## src/rtl/debug_memory_dump_requester.sv

```systemverilog
// Debug memory dump requester.
// Walks data memory from word 0 to N_WORDS-1. For each word it selects the
// memory debug controller, waits for the returned frame, and then streams
// the frame MSB-byte-first to the debug UART TX over valid/ready.
//
// state    | meaning
// ---------+-------------------------------------------------------------
// IDLE     | waiting for i_start; select parked on IDLE_SELECT
// REQUEST  | one cycle: raise select to CONTROLLER_ID, clear timeout count
// WAIT     | select held; wait for i_writing or abort on timeout
// SEND     | stream captured frame bytes over the valid/ready handshake
// FINISH   | one cycle: pulse done, release busy, rewind address
module debug_memory_dump_requester #(
    parameter int          NB_CONTROL_FRAME = 32,
    parameter int          NB_ADDR          = 10,
    parameter int          N_WORDS          = 1024,
    parameter logic [5:0]  CONTROLLER_ID    = 6'b0000_00,
    parameter logic [5:0]  IDLE_SELECT      = 6'b1111_11,
    parameter int          TIMEOUT_CYCLES   = 15
) (
    input  logic                        i_clock,
    input  logic                        i_reset,
    input  logic                        i_start,
    input  logic                        i_writing,
    input  logic [NB_CONTROL_FRAME-1:0] i_frame_from_controller,
    input  logic                        i_tx_ready,
    output logic [5:0]                  o_request_select,
    output logic [NB_ADDR-1:0]          o_mem_addr,
    output logic [7:0]                  o_tx_data,
    output logic                        o_tx_valid,
    output logic                        o_busy,
    output logic                        o_done,
    output logic                        o_error
);

    localparam int NB_BYTES = NB_CONTROL_FRAME / 8;
    localparam int NB_BCNT  = (NB_BYTES > 1) ? $clog2(NB_BYTES) : 1;

    localparam logic [NB_BCNT-1:0] LAST_BYTE = NB_BCNT'(NB_BYTES - 1);
    localparam logic [NB_ADDR-1:0] LAST_ADDR = NB_ADDR'(N_WORDS - 1);
    localparam logic [7:0]         TMO_LAST  = 8'(TIMEOUT_CYCLES - 1);

    typedef enum logic [2:0] {
        ST_IDLE,
        ST_REQUEST,
        ST_WAIT,
        ST_SEND,
        ST_FINISH
    } state_t;

    state_t                      state_q,    state_d;
    logic [5:0]                  select_q,   select_d;
    logic [NB_ADDR-1:0]          addr_q,     addr_d;
    logic [7:0]                  tx_data_q,  tx_data_d;
    logic                        tx_valid_q, tx_valid_d;
    logic                        busy_q,     busy_d;
    logic                        done_q,     done_d;
    logic                        error_q,    error_d;
    logic [NB_CONTROL_FRAME-1:0] shift_q,    shift_d;
    logic [7:0]                  tmo_cnt_q,  tmo_cnt_d;
    logic [NB_BCNT-1:0]          byte_cnt_q, byte_cnt_d;

    // Frame with the byte just transferred dropped; its top byte is the next one out.
    logic [NB_CONTROL_FRAME-1:0] shift_next;
    assign shift_next = shift_q << 8;

    // State and every output register; reset aborts any dump in flight.
    always_ff @(posedge i_clock or posedge i_reset) begin
        if (i_reset) begin
            state_q    <= ST_IDLE;
            select_q   <= IDLE_SELECT;
            addr_q     <= '0;
            tx_data_q  <= '0;
            tx_valid_q <= 1'b0;
            busy_q     <= 1'b0;
            done_q     <= 1'b0;
            error_q    <= 1'b0;
            shift_q    <= '0;
            tmo_cnt_q  <= '0;
            byte_cnt_q <= '0;
        end else begin
            state_q    <= state_d;
            select_q   <= select_d;
            addr_q     <= addr_d;
            tx_data_q  <= tx_data_d;
            tx_valid_q <= tx_valid_d;
            busy_q     <= busy_d;
            done_q     <= done_d;
            error_q    <= error_d;
            shift_q    <= shift_d;
            tmo_cnt_q  <= tmo_cnt_d;
            byte_cnt_q <= byte_cnt_d;
        end
    end

    // Next-state and next-output decode; done/error are single-cycle pulses.
    always_comb begin
        state_d    = state_q;
        select_d   = select_q;
        addr_d     = addr_q;
        tx_data_d  = tx_data_q;
        tx_valid_d = tx_valid_q;
        busy_d     = busy_q;
        done_d     = 1'b0;
        error_d    = 1'b0;
        shift_d    = shift_q;
        tmo_cnt_d  = tmo_cnt_q;
        byte_cnt_d = byte_cnt_q;

        case (state_q)
            ST_IDLE: begin
                if (i_start) begin
                    addr_d  = '0;
                    busy_d  = 1'b1;
                    state_d = ST_REQUEST;
                end
            end

            ST_REQUEST: begin
                // The rising match on select is what triggers the controller's read.
                select_d  = CONTROLLER_ID;
                tmo_cnt_d = '0;
                state_d   = ST_WAIT;
            end

            ST_WAIT: begin
                if (i_writing) begin
                    // First byte is presented together with the capture so that
                    // o_tx_data/o_tx_valid come straight from registers.
                    shift_d    = i_frame_from_controller;
                    tx_data_d  = i_frame_from_controller[NB_CONTROL_FRAME-1 -: 8];
                    tx_valid_d = 1'b1;
                    select_d   = IDLE_SELECT;
                    byte_cnt_d = '0;
                    state_d    = ST_SEND;
                end else if (tmo_cnt_q == TMO_LAST) begin
                    select_d  = IDLE_SELECT;
                    error_d   = 1'b1;
                    busy_d    = 1'b0;
                    addr_d    = '0;
                    tmo_cnt_d = '0;
                    state_d   = ST_IDLE;
                end else begin
                    tmo_cnt_d = tmo_cnt_q + 8'd1;
                end
            end

            ST_SEND: begin
                if (tx_valid_q && i_tx_ready) begin
                    if (byte_cnt_q == LAST_BYTE) begin
                        tx_valid_d = 1'b0;
                        if (addr_q == LAST_ADDR) begin
                            state_d = ST_FINISH;
                        end else begin
                            addr_d  = addr_q + NB_ADDR'(1);
                            state_d = ST_REQUEST;
                        end
                    end else begin
                        byte_cnt_d = byte_cnt_q + NB_BCNT'(1);
                        shift_d    = shift_next;
                        tx_data_d  = shift_next[NB_CONTROL_FRAME-1 -: 8];
                    end
                end
            end

            ST_FINISH: begin
                done_d  = 1'b1;
                busy_d  = 1'b0;
                addr_d  = '0;
                state_d = ST_IDLE;
            end

            default: begin
                state_d = ST_IDLE;
            end
        endcase
    end

    assign o_request_select = select_q;
    assign o_mem_addr       = addr_q;
    assign o_tx_data        = tx_data_q;
    assign o_tx_valid       = tx_valid_q;
    assign o_busy           = busy_q;
    assign o_done           = done_q;
    assign o_error          = error_q;

endmodule
```

## config.mk

```make
export PLATFORM = sky130hd
export DESIGN_NAME = debug_memory_dump_requester
export DESIGN_NICKNAME = d
export VERILOG_FILES = /design/src/rtl/debug_memory_dump_requester.sv
export SDC_FILE = /design/constraint.sdc
export NUM_CORES = 1
export LEC_CHECK = 0
export ABC_AREA = 1
export CAP_MARGIN = 20
export CORE_UTILIZATION = 35
export CTS_BUF_LIST = sky130_fd_sc_hd__clkbuf_16
export CTS_CLUSTER_DIAMETER = 150
export DETAILED_ROUTE_END_ITERATION = 10
export PLACE_DENSITY = 0.61
export SLEW_MARGIN = 20
export SYNTH_ARGS = -nofsm -noshare
export SYNTH_HDL_FRONTEND = slang
export SYNTH_SLANG_ARGS = --single-unit
```

## constraint.sdc

```tcl
create_clock -name i_clock -period 3.15 [get_ports i_clock]
set_input_delay 0.7875 -clock i_clock [delete_from_list [all_inputs] [get_ports i_clock]]
set_output_delay 0.7875 -clock i_clock [all_outputs]
set_load 0.02 [all_outputs]
```

Word-level counts from Yosys, hierarchy flattened --
Index checks and enable logic that the tools add are counted.
Cells by class: $add $sub $neg 3, equal/unequal tests 16, muxes and demuxes 44, reduce and logical (&&, ||, !) cells 13
Operator list (count):
- $mux 24 | 3
- $mux 10 | 6
- $pmux 24 s2 | 1
- $mux 8 | 5
- $pmux 10 s4 | 1
- $pmux 8 s2 | 2
- $mux 3 | 6
- $ne 2x2->1 const B | 8
- $reduce_and 4->1 | 4
- $mux 6 | 2
- $pmux 3 s4 | 1
- $pmux 6 s2 | 1
- $add 10x1->10 const B | 1
- $eq 10x10->1 const B | 1
- $mux 1 | 10
- $add 8x1->8 const B | 1
- $eq 8x4->1 const B | 1
- $reduce_and 7->1 | 1
- $eq 3x2->1 const B | 2
- $mux 2 | 3
- $pmux 2 s2 | 1
- $reduce_and 2->1 | 2
- $reduce_bool 2->1 | 2
- $reduce_bool 4->1 | 1
- 10 further kinds | 10
Word-level totals: register bits after elaboration 65, output and inout port bits 28

Longest topological paths before layout --
depth after elaboration 5, mapped depth 11

Least setup slack after synthesis --
No wires, ideal clock.
path kind register -> register, start register addr_q[0], in the netlist o_mem_addr[0], end register addr_q[9], in the netlist o_mem_addr[9], library setup time 65 ps, arrival 1618 ps, required time 3085 ps, setup slack 1467 ps, stages on the path, launching flop included 10, buffers on the path 0, period minus slack after synthesis 1683 ps, cells stage by stage dfrtp_1 > ha_1 > nand2_1 > nor2_1 > nand3_1 > nor2_1 > nor2_1 > nand3_2 > nand2_1 > nand2_1
Between the ends: longest elaborated chain between the ends 5, elaborated cells between the ends (all ways) 8
RTL lines:
- start, declared | line 53 | logic [NB_ADDR-1:0] addr_q, addr_d;
- start signal, assigned | line 84 | addr_q <= addr_d;
- $add 10x1->10 | line 155 | addr_d = addr_q + NB_ADDR'(1);
- $mux 10 | line 152 | if (addr_q == LAST_ADDR) begin
- $mux 10 | line 150 | if (byte_cnt_q == LAST_BYTE) begin
- $mux 10 | line 149 | if (tx_valid_q && i_tx_ready) begin
- $pmux 10 s4 | line 110 | case (state_q)
Parallel ways exist; a longest one is shown, timed or not. The select of a mux whose other input is x is not followed. A chain may end at the register's enable or synchronous reset.

==> reports/results.tsv <==
stage	metric	value	unit
outcome	outcome	finished, violations left	
outcome	failed_checks	DRC	
hold_path	hold_depth	2	
routing	wl_per_cell	11.9	microns
worst_setup_path	slowest_delay	0.62	ns
clock_network	cts_tree	built	
worst_setup_path	path_cells	clkdlybuf4s50_1	
worst_setup_path	worstSetupPathType	reg2out	
pwr	p_leak	1.94	nW
floorplan	pin_count	65	
synthesis	yosysWarnings	0	
hold_path	hp-class	reg2reg	
clock_network	cts_resized	0	
floorplan	coreArea	8810	sq um
timing	fin_crit_sh	72.9	%
placement	post_dp_cell_area	3880	sq um
routing	antenna_left	0	
worst_setup_path	cp_max_fo	7	
worst_setup_path	worstPathRequired	2.36	ns
worst_setup_path	end_kind	primary output	
floorplan	die_width	97.6	microns
pwr	peakVddDrop	261	uV
timing	hold_violations	0	
finish	final_cell_mix	136 x nand2_1, 64 x clkdlybuf4s50_1, 59 x dfrtp_1	
timing	fin_skew	0.00452	ns
timing	grt_setup_unrepaired	false	
clock_network	clock_latency	0.32	ns
worst_setup_path	reg2reg_depth	9	
worst_setup_path	crit_start	o_request_select[4]	
routing	route.detailed.drc	8	
hold_path	min_from	o_tx_data[0]	
pwr	netSwitchingFraction	39.8	%
placement	port-buffer-count	64	
floorplan	initial_core_util	36.3	%
routing	wl	7.05	mm
timing	finalSetupViolCount	0	
worst_setup_path	path_depth	1	
routing	drtPass1Iterations	8	
finish	fin_area	4190	sq um
clock_network	clockBufferDepth	2	
clock_network	clkSinkCount	60	
synthesis	syn_inst	420	
routing	drt_iter0_drc	162	
worst_setup_path	critPathBufInv	1	
synthesis	syn_nets	461	
floorplan	rows	34	
worst_setup_path	rr_startpoint	state_q[1]	
floorplan	die-area	9530	sq um
worst_setup_path	cp_top_family	buffers and inverters	
pwr	intPower	2.29	mW
flow_run	maxCapViolCount	0	
finish	fin_nets	519	
synthesis	synth.distinct_cells	31	
global_routing	grt_pass1_wl	12.5	mm
pwr	switchingPower	1.51	mW
pwr	powerDensity	908	nW/um^2
clock_network	clk_transition_reported_paths	0.05	ns
worst_setup_path	slowest_stage	clkdlybuf4s50_1	
pwr	clockPowerShare	26.4	%
worst_setup_path	cp.arrival	1.51	ns
global_routing	grtUsageTotal	16.3	%
timing	min_period	2.30	ns
synthesis	synth_top_area_cell	dfrtp_1	
pwr	seq_power_share	30.7	%
clock_network	numCtsBuffers	9	
synthesis	synth_area	3200	sq um
timing	tns	0	ns
finish	area_delta_synth_final	30.9	%
timing	slew_headroom	62.2	%
floorplan	dieHeight	97.6	microns
global_routing	grt_overflow	0	
synthesis	syn_area_per_cell	7.62	sq um
global_routing	first_global_vias	2723	
synthesis	synth-seq-cells	60	
finish	antenna_cells	0	
synthesis	seq_area_frac_synth	47.0	%
global_routing	grt_max_degree	61	
timing	fmax	0.436	GHz
clock_network	cts_setup_buffers	0	
routing	viasPerCell	4.75	
finish	mostFrequentLayoutCell	nand2_1	
clock_network	cts_root_buf	clkbuf_16	
clock_network	hold_buffers	0	
timing	tightest_slew	0.566	ns
global_routing	antenna_found_initial	0	
pwr	pwr-share-comb	42.9	%
worst_setup_path	start_kind	flip-flop	
placement	gp_congestion	0.857	
finish	layout-drive-gt1-share	8.51	%
timing	drv_slew	0	
synthesis	yosysTopAreaCellShare	46.1	%
routing	vias	2804	
placement	hpwl	4.86	mm
clock_network	cts-htree-levels	3	
synthesis	yosys-top-cells-area	dfrtp_1 46%, nand2_1 16%, o21ai_0 7.3%	
-- layout make-up --
type	instances	area (sq um)
fillers	837	4620
flip-flops and latches	60	1500
multi-input cells	285	1360
repair buffers	68	683
clock buffers	9	225
inverters	54	203
well taps	108	135
clock inverters	6	81.3
-- stage by stage --
stage	instances	hold WS (ns)	setup WS (ns)	power, mW	utilization [%]
6_report	590	0.483	0.855	3.80	47.6
5_1_grt	590	0.496	0.652	4.11	47.6
4_1_cts	590	0.484	0.835	3.84	47.6
3_5_place_dp	575	0.469	0.589	2.82	44.1
3_3_place_gp	575	0.474	0.689	2.79	44.1
2_1_floorplan	420	0.457	0.879	2.41	-
-- per-layer routing --
metal / vias to the layer above / GRT usage, % / wire, microns
li1: 1451 / - / -
met1: 1270 / 22.6 / 3510
met3: 9 / 2.66 / 305
met5: - / 0 / 0
met2: 74 / 24.7 / 3130
met4: 0 / 7.81 / 97
-- worst min-delay path: stages (launching register included) --
cell	delay [ns]
dfrtp_1	0.34
nand2_1	0.06
nand2_1	0.05
-- synthesized netlist by cell type, drive strengths merged --
cell type,n
o21bai,1
nand4,5
ha,4
o22ai,1
dfstp,1
inv,54
o211ai,9
nor4,1
nor3b,1
clkbuf,4
buf,17
dfrtp,59
nand3,22
o21a,1
a31oi,2
nand2,139
nor3,4
nor2,31
a21oi,11
o21ai,53
-- power by group through the flow --
stage / registers, mW / clock network [mW] / logic, mW
6_report: 1.17 / 1.00 / 1.63
3_3_place_gp: 1.18 / 0 / 1.62
5_1_grt: 1.20 / 1.05 / 1.86
2_1_floorplan: 1.24 / 0 / 1.17
4_1_cts: 1.17 / 1.03 / 1.64
3_5_place_dp: 1.18 / 0 / 1.64
-- kinds of logic (layout without fill, tap and decap cells) --
group | Yosys count | in the layout | synth area share (%)
and+or+nand+nor | 203 | 203 | 26.2
AOI/OAI and AO/OA | 78 | 78 | 14.7
buffers and inverters | 75 | 137 | 10.6
DFF | 60 | 60 | 47.0
adders and majority gates | 4 | 4 | 1.56
-- registers in the layout, summed over array words and instances, names as in the netlist --
register / count
o_busy: 1
o_mem_addr: 10
o_error: 1
o_request_select: 1
o_done: 1
o_tx_data: 8
tmo_cnt_q: 8
shift_q: 24
byte_cnt_q: 2
o_tx_valid: 1
state_q: 3
-- final timing paths --
check                                      endpoint  slack [ns]
worst max register to register        byte_cnt_q[0]        0.92
worst min register to register         o_tx_data[0]        0.48
max in group asynchronous       o_request_select[4]        1.99
min in group asynchronous              tmo_cnt_q[1]        0.85
worst max-delay path            o_request_select[0]        0.85
worst min-delay path                   o_tx_data[0]        0.48
No activity file was read; power rests on OpenSTA's default activity.
